### src/rtl/fetch_decode.sv
// fetch_decode: front-end stage directly upstream of bus_control.
// Fetches one 8-bit instruction word at the current PC, latches it into the
// instruction register and decodes it into a one-hot instruction_en vector
// plus a 3-bit reg_num. Both are held for the whole execution of the
// instruction while exec_cycle counts execution cycles. A PC increment is
// requested when bus_control reports completion, or when the watchdog
// forces it.
//
// Ports:
//   clk            in   system clock, all state on rising edge
//   rst            in   synchronous active-high reset
//   pc             in   current PC value
//   imem_addr      out  instruction memory address (= pc)
//   imem_rdata     in   instruction word, valid 1 cycle after imem_addr
//   halt           in   stop after the current instruction completes
//   instr_done     in   last cycle of the current instruction (EXEC only)
//   pc_loaded      in   PC written this cycle, suppresses pc_inc (EXEC only)
//   instruction_en out  one-hot decoded opcode, zero outside EXEC
//   reg_num        out  instruction bits [2:0], zero outside EXEC
//   exec_cycle     out  0-based cycle index within the instruction
//   pc_inc         out  single-cycle PC increment request
//   illegal_op     out  single-cycle pulse: opcode out of range
//   exec_timeout   out  single-cycle pulse: watchdog forced completion
//   halted         out  high while in HALT
module fetch_decode #(
  parameter int unsigned ISA_INSTRUCTION_COUNT = 16,
  parameter int unsigned MAX_EXEC_CYCLES       = 2
) (
  input  logic                             clk,
  input  logic                             rst,
  input  logic [7:0]                       pc,
  output logic [7:0]                       imem_addr,
  input  logic [7:0]                       imem_rdata,
  input  logic                             halt,
  input  logic                             instr_done,
  input  logic                             pc_loaded,
  output logic [ISA_INSTRUCTION_COUNT-1:0] instruction_en,
  output logic [2:0]                       reg_num,
  output logic [1:0]                       exec_cycle,
  output logic                             pc_inc,
  output logic                             illegal_op,
  output logic                             exec_timeout,
  output logic                             halted
);

  typedef enum logic [1:0] {
    S_FETCH = 2'd0,
    S_WAIT  = 2'd1,
    S_EXEC  = 2'd2,
    S_HALT  = 2'd3
  } state_t;

  localparam logic [1:0] LAST_CYCLE = 2'(MAX_EXEC_CYCLES - 1);

  state_t     r_state;
  state_t     w_next_state;
  logic [7:0] r_ir;
  logic [1:0] r_exec_cycle;
  logic       w_legal;
  logic       w_in_exec;

  assign imem_addr = pc;
  assign w_in_exec = (r_state == S_EXEC);
  assign w_legal   = (32'(imem_rdata[7:3]) < ISA_INSTRUCTION_COUNT);

  always_ff @(posedge clk) begin
    if (rst) begin
      r_state      <= S_FETCH;
      r_ir         <= '0;
      r_exec_cycle <= '0;
    end else begin
      r_state <= w_next_state;
      if (r_state == S_WAIT) begin
        r_ir         <= imem_rdata;
        r_exec_cycle <= '0;
      end else if (w_in_exec && (w_next_state == S_EXEC)) begin
        r_exec_cycle <= r_exec_cycle + 2'd1;
      end
    end
  end

  // Pulses are decoded from the registered state so they line up with the
  // cycle that leaves the state; reset masks them so an abandoned
  // instruction never requests a PC increment.
  always_comb begin
    w_next_state = r_state;
    pc_inc       = 1'b0;
    illegal_op   = 1'b0;
    exec_timeout = 1'b0;
    case (r_state)
      S_FETCH: w_next_state = halt ? S_HALT : S_WAIT;
      S_WAIT: begin
        if (w_legal) begin
          w_next_state = S_EXEC;
        end else begin
          illegal_op   = 1'b1;
          pc_inc       = 1'b1;
          w_next_state = S_FETCH;
        end
      end
      S_EXEC: begin
        if (instr_done) begin
          pc_inc       = ~pc_loaded;
          w_next_state = S_FETCH;
        end else if (r_exec_cycle == LAST_CYCLE) begin
          exec_timeout = 1'b1;
          pc_inc       = ~pc_loaded;
          w_next_state = S_FETCH;
        end
      end
      S_HALT: begin
        if (!halt) w_next_state = S_FETCH;
      end
      default: w_next_state = S_FETCH;
    endcase
    if (rst) begin
      pc_inc       = 1'b0;
      illegal_op   = 1'b0;
      exec_timeout = 1'b0;
    end
  end

  always_comb begin
    instruction_en = '0;
    for (int unsigned i = 0; i < ISA_INSTRUCTION_COUNT; i++) begin
      instruction_en[i] = w_in_exec && (r_ir[7:3] == 5'(i));
    end
  end

  assign reg_num    = w_in_exec ? r_ir[2:0] : 3'd0;
  assign exec_cycle = w_in_exec ? r_exec_cycle : 2'd0;
  assign halted     = (r_state == S_HALT);

endmodule
### config.mk
export PLATFORM = sky130hd
export DESIGN_NAME = fetch_decode
export DESIGN_NICKNAME = d
export VERILOG_FILES = /design/src/rtl/fetch_decode.sv
export SDC_FILE = /design/constraint.sdc
export NUM_CORES = 1
export LEC_CHECK = 0
export ABC_AREA = 1
export CAP_MARGIN = 20
export CORE_UTILIZATION = 35
export CTS_CLUSTER_DIAMETER = 150
export CTS_CLUSTER_SIZE = 10
export DETAILED_ROUTE_END_ITERATION = 8
export PLACE_DENSITY = 0.79
export SLEW_MARGIN = 40
export SYNTH_ARGS = -nofsm -noshare
export SYNTH_HDL_FRONTEND = slang
export SYNTH_SLANG_ARGS = --single-unit
### constraint.sdc
create_clock -name clk -period 1.8 [get_ports clk]
set_input_delay 0.36 -clock clk [delete_from_list [all_inputs] [get_ports clk]]
set_output_delay 0.36 -clock clk [all_outputs]
set_load 0.005 [all_outputs]
==> summary.md <==
| Metric | Value |
|---|---|
| WL/cell | `~13 µm` |
| Wirelength, routed | `2.65 mm` |
| # diodes | `0` |
| Startpoint class of the critical path | `flop` |
| Grt peak-use layer | `met2` |
| Type of the worst setup path | `reg -> out` |
| Design area | `0.00146 mm²` |
| Fin crit share | `106%` |
| WHS Endpoint | `r_ir[1]` |
| Vias/cell | `slightly below 5` |
| Layout cell share with drive strength beyond 1 | `a little over two fifths` |
| Synth Register Bits | `12` |
| Reg2reg start | `r_state[1]` |
| Total CTS buffers | `3` |
| Die area | `0.00249 mm²` |
| RSZ-0062 raised after global routing | `yes` |
| Skew-Pair Late Insertion Delay | `approximately 0.28 ns` |
| CTS tree | `built` |
| Tmin final | `1.90 ns` |
| GRT Overall Usage | `a little over a fifth` |
| Fin. max-slew vios | `0` |
| Synth top area share | `29.9%` |
| Total gr overflow | `0` |
| Met3 Usage GRT | `4.63%` |
| Crit-path leading delay family | `buffers and inverters` |
| Reg2reg path depth | `12` |
| Post-synth net total | `152` |
| Max-cap violations | `0` |
| Root buffer cell | `clkbuf_4` |
| Rows | `16` |
| Top-count cell post-synth | `nor2_1` |
| Initial Util | `between 30% and 40%` |
| Post-synthesis cell count | `126` |
| Max FO, Critical Path | `3` |
| R2r endpoint | `r_exec_cycle[1]` |
| 1st-iter DRT viols | `19` |
| Status | `complete, but fails checks` |
| DIE HEIGHT | `49.9 µm` |
| Detailed Place HPWL | `1.69 mm` |
| Area Growth Syn to Fin | `80.9%` |
| Area leader, netlist | `dfxtp_1` |
| First-pass DRT Iterations | `4` |
| H-tree levels | `1` |
| Max IR drop VDD | `between 0.0004 and 0.0005 V` |
| Layout Nets | `208` |
| Worst Skew | `0.00694 ns` |
| Primary FF master, synth | `dfxtp_1` |
| Final ANT Viol Nets | `0` |
| Fmax achieved | `~530 MHz` |
| Total negative slack | `-0.775 ns` |
| Asr flop ratio synth | `0%` |
| Crit-path cells | `inv_2 -> ha_4 -> inv_2 -> nor2_4 -> buf_6 -> nand3_2 -> buf_6 -> nor2_1 -> buf_2` |
| Post-Place Cell Area | `0.00123 mm²` |
| Largest net degree at the start of global routing | `13` |
| Synthesized area per cell | `6.39 µm²` |
| Port buffer count | `37` |
| Final hold vios | `0` |
| Fill cell count | `160` |
| CORE AREA | `0.00206 mm²` |
| GP Congestion | `0.876` |
| Boundary Pins | `54` |
| Clock transition at path regs | `about 0.080 ns` |
| Post-synthesis cell type count | `17` |
| M1 GR Usage | `about 22%` |
| Total power | `~940 µW` |
| FF/Latch Area | `243 µm²` |
| Vias in the first global route | `948` |
| Worst path slowest cell | `dfxtp_2` |
| Vias post-DR | `1005` |
| Largest stage delay, worst path | `0.33 ns` |
| Violated checks | `setup timing` |
| WP buf/inv | `5` |
| Global-route wire length before repair | `4.02 mm` |
| Req. time, crit path | `1.44 ns` |
| Worst Hold Class | `reg -> reg` |
| Final worst slack | `-0.101 ns` |
| Clock sink count | `12` |
| Critical Path Source | `r_state[0]` |
| PwrDens | `646 mW/mm²` |
| Die Span X | `about 50 µm` |
| Ys Warns | `0` |
| Post-synth EDFFs | `0` |
| Worst setup EP type | `primary output` |
| Hold path depth | `2` |
| Met2 GRT Util | `40.8%` |
| Post-synth top cells | `nor2_1, inv_1, nand2_1, dfxtp_1, o21ai_0` |
| Leakage | `just under 0.7 nW` |
| Reg2reg setup slack | `roughly 0.24 ns` |
| Hold Startpoint | `r_ir[1]` |
| Slew margin rel. | `78.6%` |
| Hold slack final | `0.510 ns` |
| Area of the multi-input gates | `566 µm²` |
| Antenna violations before repair | `0` |
| Syn Std Cell Area | `805 µm²` |
| DRC viols | `0` |
| Tightest Pin Transition | `0.320 ns` |
| Top post-synthesis cells by area | `dfxtp_1, nor2_1, inv_1, buf_4, ha_1` |
| Critical Path AT | `between 1.5 and 2 ns` |
| Clk buf depth | `2` |
| Final setup fails | `14` |
| Sequential share of the synthesized area | `29.9%` |
## routing by layer
layer	wire, µm	part of all wire [%]
met4	45	1.7
met3	161	6.1
met2	1430	54
met1	1010	38
met5	0	0
## logic make-up after synthesis
| family | Yosys count | share of synthesized area, % |
|---|---|---|
| simple gates | 63 | 34.1 |
| compound gates | 16 | 9.95 |
| fa+ha+maj | 5 | 7.78 |
| buf+inv | 30 | 18.4 |
| flops | 12 | 29.9 |
## sequential cells by signal (all words and copies together), names as in the netlist
signal,cells
r_ir,8
r_exec_cycle,2
r_state,2
## worst register-to-register path, cell delays in order (launching register included)
cell,delay (ns)
dfxtp_2,0.35
buf_4,0.15
inv_2,0.05
ha_4,0.15
buf_4,0.15
inv_2,0.06
nor2_2,0.03
nor2_1,0.11
nand3_2,0.13
nand2_2,0.10
nor2_2,0.04
nor2_1,0.09
nor2_1,0.05
## worst max path at each step
stage | to | depth (start not counted)
3_3_place_gp | exec_timeout | 3
4_1_cts | instruction_en[1] | 9
6_report | instruction_en[15] | 9
3_5_place_dp | exec_timeout | 3
2_1_floorplan | instruction_en[0] | 7
5_1_grt | instruction_en[15] | 9
## power breakdown
group	switching, mW	leakage [nW]	internal, mW
logic	0.218	0.560	0.179
clock network	0.0919	0.0210	0.123
registers	0.0267	0.0992	0.302
## final cells by class
class | count | area share, %
multi-input combinational | 84 | 38.9
timing repair buffer | 61 | 34.5
clock buffer | 4 | 2.49
inverter | 20 | 5.16
tap | 27 | 2.32
sequential | 12 | 16.7
## through the flow
step           worst slack, ns  cells  utilization, %
4_1_cts                 -0.127    205            63.7
3_3_place_gp            -0.175    192            59.5
6_report                -0.101    208            70.6
2_1_floorplan            0.275    126               -
5_1_grt                 -0.190    208            70.6
3_5_place_dp            -0.242    192            59.5
## timing repair
action / 4_1_cts / 5_1_grt
endpoints found under the setup margin: 25 / 20
setup buffers: 9 / 3
hold buffers: 0 / 0
pin swaps: 4 / 3
gates resized for setup: 91 / 42
## cell usage in the layout (no fill, tap or decap), drive strengths merged, types with 6 or more instances in the layout
cell type	count
buf	41
nor2	34
inv	20
nand2	15
clkdlybuf4s50	13
dfxtp	12
o21ai	10
nand3	8
a21oi	6
clkdlybuf4s15	6
Note: power is estimated with default switching activity, not from simulation.
